==> config.mk <==
export PLATFORM = sky130hd
export DESIGN_NAME = fifo_arbiter
export DESIGN_NICKNAME = d
export VERILOG_FILES = /design/src/rtl/fifo_pkg.sv /design/src/rtl/rr_arbiter.sv /design/src/rtl/fifo_arbiter.sv
export SDC_FILE = /design/constraint.sdc
export NUM_CORES = 1
export LEC_CHECK = 0
export ABC_AREA = 1
export CAP_MARGIN = 20
export CORE_ASPECT_RATIO = 1.2
export CORE_UTILIZATION = 37
export CTS_BUF_LIST = sky130_fd_sc_hd__clkbuf_16
export DETAILED_ROUTE_END_ITERATION = 6
export GPL_TIMING_DRIVEN = 0
export PLACE_DENSITY_LB_ADDON = 0.2
export SYNTH_ARGS = -nofsm -noshare
export SYNTH_HDL_FRONTEND = slang
export SYNTH_HIERARCHICAL = 1
export SYNTH_SLANG_ARGS = --single-unit
export TNS_END_PERCENT = 1
==> constraint.sdc <==
create_clock -name clk -period 3.45 [get_ports clk]
set_input_delay 0.5175 -clock clk [delete_from_list [all_inputs] [get_ports clk]]
set_output_delay 0.5175 -clock clk [all_outputs]
set_load 0.05 [all_outputs]
==> src/rtl/fifo_pkg.sv <==
// Shared definitions for the FIFO block family.
//   - default data / error-index widths used by the FIFO, its ECC and the arbiter
//   - FIFO fill-status codes (0 empty, 1..4 quarter levels, 5 full)
//   - arbiter FSM state type
package fifo_pkg;

    localparam int FIFO_WIDTH   = 32;
    localparam int FIFO_ERRDATA = 6;
    localparam int FIFO_ERRPTR  = 4;

    localparam logic [2:0] FIFO_STATUS_EMPTY = 3'd0;
    localparam logic [2:0] FIFO_STATUS_FULL  = 3'd5;

    typedef enum logic [1:0] {
        ARB_IDLE,
        ARB_ISSUE,
        ARB_WAIT,
        ARB_RESP
    } arb_state_t;

endpackage

==> src/rtl/rr_arbiter.sv <==
// Combinational round-robin selector.
//   req    : per-requester request vector
//   start  : index where the search begins (highest priority this round)
//   winner : one-hot grant, 0 when no request is pending
module rr_arbiter #(
    parameter int NREQ = 4,
    parameter int PW   = (NREQ > 1) ? $clog2(NREQ) : 1
) (
    input  logic [NREQ-1:0] req,
    input  logic [PW-1:0]   start,
    output logic [NREQ-1:0] winner
);

    logic [PW-1:0] idx;

    // Walk from the farthest position back toward start; the last hit written
    // is the one closest to start, which is the round-robin winner.
    always_comb begin
        winner = '0;
        idx    = '0;
        for (int i = NREQ - 1; i >= 0; i--) begin
            idx = PW'((int'(start) + i) % NREQ);
            if (req[idx]) begin
                winner      = '0;
                winner[idx] = 1'b1;
            end
        end
    end

endmodule

==> src/rtl/fifo_arbiter.sv <==
// Round-robin read arbiter in front of an ECC-protected FIFO.
// Grants one requester at a time, issues a single read (pop or peek) strobe,
// waits for the FIFO register file to capture, then returns the corrected
// data together with an error flag. An empty FIFO is answered directly.
//   clk, rst            : clock, synchronous active-high reset
//   req, req_peek       : per-requester request / peek qualifier
//   fifo_status         : FIFO fill code, sampled only when idle
//   fifo_out_reg        : registered corrected FIFO data
//   *_err_idx_reg       : registered error indices, 0 = clean
//   arbiter_rd_en/only  : read strobe and peek qualifier to the FIFO
//   gnt                 : one-hot owner of the current transaction
//   rsp_*               : response strobe, data, empty and corrected flags
//   err_cnt             : saturating count of corrected responses
//
// state | meaning
// IDLE  | no transaction; grant round-robin winner when any req is set
// ISSUE | one-cycle FIFO read strobe (pop or peek)
// WAIT  | FIFO register file captures the read data
// RESP  | response presented for one cycle
module fifo_arbiter
    import fifo_pkg::*;
#(
    parameter int NREQ    = 4,
    parameter int WIDTH   = FIFO_WIDTH,
    parameter int ERRDATA = FIFO_ERRDATA,
    parameter int ERRPTR  = FIFO_ERRPTR
) (
    input  logic               clk,
    input  logic               rst,
    input  logic [NREQ-1:0]    req,
    input  logic [NREQ-1:0]    req_peek,
    input  logic [2:0]         fifo_status,
    input  logic [WIDTH-1:0]   fifo_out_reg,
    input  logic [ERRDATA-1:0] data_err_idx_reg,
    input  logic [ERRPTR-1:0]  wr_ptr_err_idx_reg,
    input  logic [ERRPTR-1:0]  rd_ptr_err_idx_reg,
    output logic               arbiter_rd_en,
    output logic               arbiter_rd_only,
    output logic [NREQ-1:0]    gnt,
    output logic               rsp_valid,
    output logic [WIDTH-1:0]   rsp_data,
    output logic               rsp_empty,
    output logic               rsp_corr,
    output logic [7:0]         err_cnt
);

    localparam int PW = (NREQ > 1) ? $clog2(NREQ) : 1;

    arb_state_t      state_q, state_d;
    logic [NREQ-1:0] gnt_q, gnt_d;
    logic [PW-1:0]   start_q, start_d, next_start;
    logic            peek_q, peek_d;
    logic            empty_q, empty_d;
    logic [7:0]      err_cnt_q, err_cnt_d;
    logic [NREQ-1:0] winner;
    logic            any_err;

    rr_arbiter #(.NREQ(NREQ), .PW(PW)) u_rr (
        .req    (req),
        .start  (start_q),
        .winner (winner)
    );

    assign any_err = (|data_err_idx_reg) | (|wr_ptr_err_idx_reg) | (|rd_ptr_err_idx_reg);

    // Search for the next round begins just past the index granted now.
    always_comb begin
        next_start = start_q;
        for (int i = 0; i < NREQ; i++) begin
            if (winner[i]) next_start = PW'((i + 1) % NREQ);
        end
    end

    always_ff @(posedge clk) begin
        if (rst) begin
            state_q   <= ARB_IDLE;
            gnt_q     <= '0;
            start_q   <= '0;
            peek_q    <= 1'b0;
            empty_q   <= 1'b0;
            err_cnt_q <= '0;
        end else begin
            state_q   <= state_d;
            gnt_q     <= gnt_d;
            start_q   <= start_d;
            peek_q    <= peek_d;
            empty_q   <= empty_d;
            err_cnt_q <= err_cnt_d;
        end
    end

    always_comb begin
        state_d         = state_q;
        gnt_d           = gnt_q;
        start_d         = start_q;
        peek_d          = peek_q;
        empty_d         = empty_q;
        err_cnt_d       = err_cnt_q;
        arbiter_rd_en   = 1'b0;
        arbiter_rd_only = 1'b0;
        rsp_valid       = 1'b0;
        rsp_data        = '0;
        rsp_empty       = 1'b0;
        rsp_corr        = 1'b0;

        unique case (state_q)
            ARB_IDLE: begin
                gnt_d = '0;
                if (|req) begin
                    gnt_d   = winner;
                    start_d = next_start;
                    peek_d  = |(winner & req_peek);
                    if (fifo_status != FIFO_STATUS_EMPTY) begin
                        empty_d = 1'b0;
                        state_d = ARB_ISSUE;
                    end else begin
                        empty_d = 1'b1;
                        state_d = ARB_RESP;
                    end
                end
            end
            ARB_ISSUE: begin
                arbiter_rd_en   = 1'b1;
                arbiter_rd_only = peek_q;
                state_d         = ARB_WAIT;
            end
            ARB_WAIT: begin
                state_d = ARB_RESP;
            end
            ARB_RESP: begin
                rsp_valid = 1'b1;
                rsp_empty = empty_q;
                if (!empty_q) begin
                    rsp_data = fifo_out_reg;
                    rsp_corr = any_err;
                    if (any_err && err_cnt_q != 8'hFF) err_cnt_d = err_cnt_q + 8'd1;
                end
                gnt_d   = '0;
                state_d = ARB_IDLE;
            end
            default: begin
                gnt_d   = '0;
                state_d = ARB_IDLE;
            end
        endcase
    end

    assign gnt     = gnt_q;
    assign err_cnt = err_cnt_q;

endmodule

==> impl_metrics.csv <==
group,metric,value,unit
status,outcome,"finished, final reports clean",
worst_hold_path,worstHoldPathCells,2,
clock_tree,clk_pin_slew_worst_paths,0.06,ns
placement,dpl_cell_area,2900,um^2
sta,setup_viol,0,
cells_and_area,fin_area,2980,um^2
global_route,antenna_found_initial,0,
clock_tree,cts_tree,"yes",
clock_tree,cts_root_buf,"clkbuf_16",
logic_synthesis,synth_cells,310,
worst_hold_path,holdCritPathClass,"reg -> reg",
sta,finalHoldViolations,0,
clock_tree,postCtsSetupRepairBufs,0,
logic_synthesis,synth_area_per_cell,5.67,um^2
sta,final_max_slew_viol_count,0,
global_route,grt_pass1_vias,1984,
power,power.total,1.48,mW
global_route,met2_usage,38.3,%
critical_path,r2r_setup_slack,0.87,ns
logic_synthesis,seq_area_frac_synth,20.5,%
sta,timing.final.crit_period,2.76,ns
sta,worstMarginPinSlew,0.527,ns
worst_hold_path,hold-path-endpoint,"gnt[2]",
global_route,use_met3,3.38,%
critical_path,critPathKind,"reg -> out",
placement,dp_worst_setup_slack,0.671,ns
floorplan,start_util,38.5,%
logic_synthesis,netlist_area,1760,um^2
run,max_cap_violations,0,
clock_tree,cts_max_level,1,
sta,setup_tns,0,ns
critical_path,startpoint_type,"register",
critical_path,critPathArrivalTime,2.25,ns
critical_path,worst_path_max_delay_cell,"clkdlybuf4s50_1",
cells_and_area,area_growth,69.6,%
clock_tree,cts_made_buffers,3,
critical_path,worst_r2r_path_depth,14,
logic_synthesis,ys_seq_elements,18,
route,drc,0,
sta,slew_headroom,64.8,%
cells_and_area,most-common-layout-cells,"clkdlybuf4s50_1 (107), nand2_1 (100), nor2_1 (61)",
cells_and_area,final_common_cell,"clkdlybuf4s50_1",
global_route,grt_pass1_wl,8.38,mm
floorplan,die_h,77.5,um
critical_path,worstPathCellList,"ha_1 > inv_2 > buf_1 > nor2_1 > clkdlybuf4s50_1",
logic_synthesis,yosysWarnings,6,
power,ir_drop,0.000403,V
route,ant_nets,0,
critical_path,crit_buf_inv,3,
route,wl_per_cell,10.5,um
global_route,grt_max_degree,11,
floorplan,core,4560,um^2
logic_synthesis,syn_nets,382,
global_route,busiest_layer,"met2",
power,power_leakage,1.34,nW
sta,worst_slack,0.686,ns
cells_and_area,antenna_cells,0,
logic_synthesis,synthDistinctLibCells,25,
sta,fin_hold_ws,0.470,ns
global_route,use_met1,22.7,%
critical_path,cp_slowest_stage_delay,0.84,ns
clock_tree,cts-resized-gates,0,
global_route,grt_usage,20.2,%
route,vias,2223,
sta,fin_crit_sh,80.1,%
clock_tree,clockBufferDepth,2,
placement,portBuffers,107,
placement,detailed_place_hpwl,4.07,mm
critical_path,r2r-end,"start_q[0]",
power,powerDensity,498,nW/um^2
route,viasPerCell,4.64,
route,first_pass_iters,4,
sta,rsz0062_at_grt,"no",
cells_and_area,fin_nets,494,
route,drt-total-wl,5.04,mm
sta,max_freq,0.362,GHz
clock_tree,cts_hold_buf,0,
floorplan,die_area,5030,um^2
critical_path,endpoint_kind,"primary output",
floorplan,die_w,64.9,um
global_route,grt_overflow_total,0,
cells_and_area,layout-drive-gt1-share,5.94,%
critical_path,path_max_fanout,10,
critical_path,required,2.93,ns
critical_path,cp_top_family,"buffers and inverters",
sta,fin_skew,0.00391,ns
route,drt_iter0_drc,100,
clock_tree,cts_sinks,18,
floorplan,io_pins,108,
clock_tree,clk-insertion-delay-late,0.25,ns
worst_hold_path,min_from,"gnt[2]",
critical_path,r2r_start,"start_q[1]",
floorplan,row_count,27,
placement,place_congestion,0.790,
[cells in the mapped netlist]
cell type,number,area [um^2]
a21oi_1,13,65.1
a22oi_1,1,7.51
buf_1,3,11.3
clkbuf_1,4,15.0
clkinv_1,4,15.0
dfxtp_1,18,360
ha_1,13,163
inv_1,30,113
inv_2,2,7.51
nand2_1,100,375
nand2_2,8,50.1
nand2_4,1,11.3
nand3_1,17,85.1
nand3_2,3,30.0
nand3_4,2,35.0
nand4_1,11,68.8
nor2_1,61,229
nor2_2,2,12.5
nor2_4,1,11.3
nor3_1,1,5.00
nor3_2,1,10.0
o21ai_0,10,50.1
o21bai_1,1,7.51
or2_1,1,6.26
or2_2,2,12.5
[cells by family (layout without fill, tap and decap cells)]
| group | Yosys count | after routing | synth area share [%] |
|---|---|---|---|
| simple gates | 211 | 211 | 53.6 |
| buf+inv | 43 | 154 | 9.19 |
| compound gates | 25 | 25 | 7.41 |
| flops | 18 | 18 | 20.5 |
| fa+ha+maj | 13 | 13 | 9.26 |
[routing by layer]
metal | vias up | wire [um] | share of wire [%]
met3 | 4 | 256 | 5.1
met4 | 0 | 42 | 0.83
met1 | 967 | 2070 | 41
met2 | 62 | 2680 | 53
met5 | - | 0 | 0
li1 | 1190 | - | -
[where the power goes]
group	internal, mW	total (mW)	switching (mW)
logic	0.359	0.952	0.593
registers	0.248	0.297	0.0492
clock network	0.154	0.234	0.0803
total	0.760	1.48	0.723
[how the worst max path moves through the flow]
stage                     slack (ns)  depth (start not counted)                 from      endpoint
after floorplan                 0.98                          4           state_q[1]  rsp_data[10]
after global placement          0.68                          7  data_err_idx_reg[1]      rsp_corr
after detailed placement        0.67                          7  data_err_idx_reg[1]      rsp_corr
after CTS                       0.67                          7  data_err_idx_reg[1]      rsp_corr
after global routing            0.50                         14           start_q[1]    start_q[0]
final                           0.69                          5           state_q[1]  rsp_data[16]
[per-stage QoR]
step	cells	util [%]
finish	479	65.3
floorplan	310	-
global placement	475	63.6
detailed placement	475	63.6
CTS	479	65.3
global route	479	65.3
[sequential cells by signal, summed over array words and instances, names as in the netlist]
name	count
err_cnt	8
gnt	4
start_q	2
state_q	2
peek_q	1
empty_q	1
[area by class of cell]
class                           count  area, um^2
Clock inverter                      1        3.75
Multi-Input combinational cell    249        1230
Inverter                           36         135
Buffer                              7        26.3
Fill cell                         426        1580
Sequential cell                    18         360
Timing Repair Buffer              107        1070
Clock buffer                        3        75.1
Tap cell                           58        72.6
[tightest hold or removal path, delay by kind of cell (launching register included)]
| kind | cells | cell delay, ns |
|---|---|---|
| and+or+nand+nor | 1 | 0.06 |
| DFF | 1 | 0.31 |
| AOI/OAI and AO/OA | 1 | 0.06 |
(Power assumes the default switching activity.)
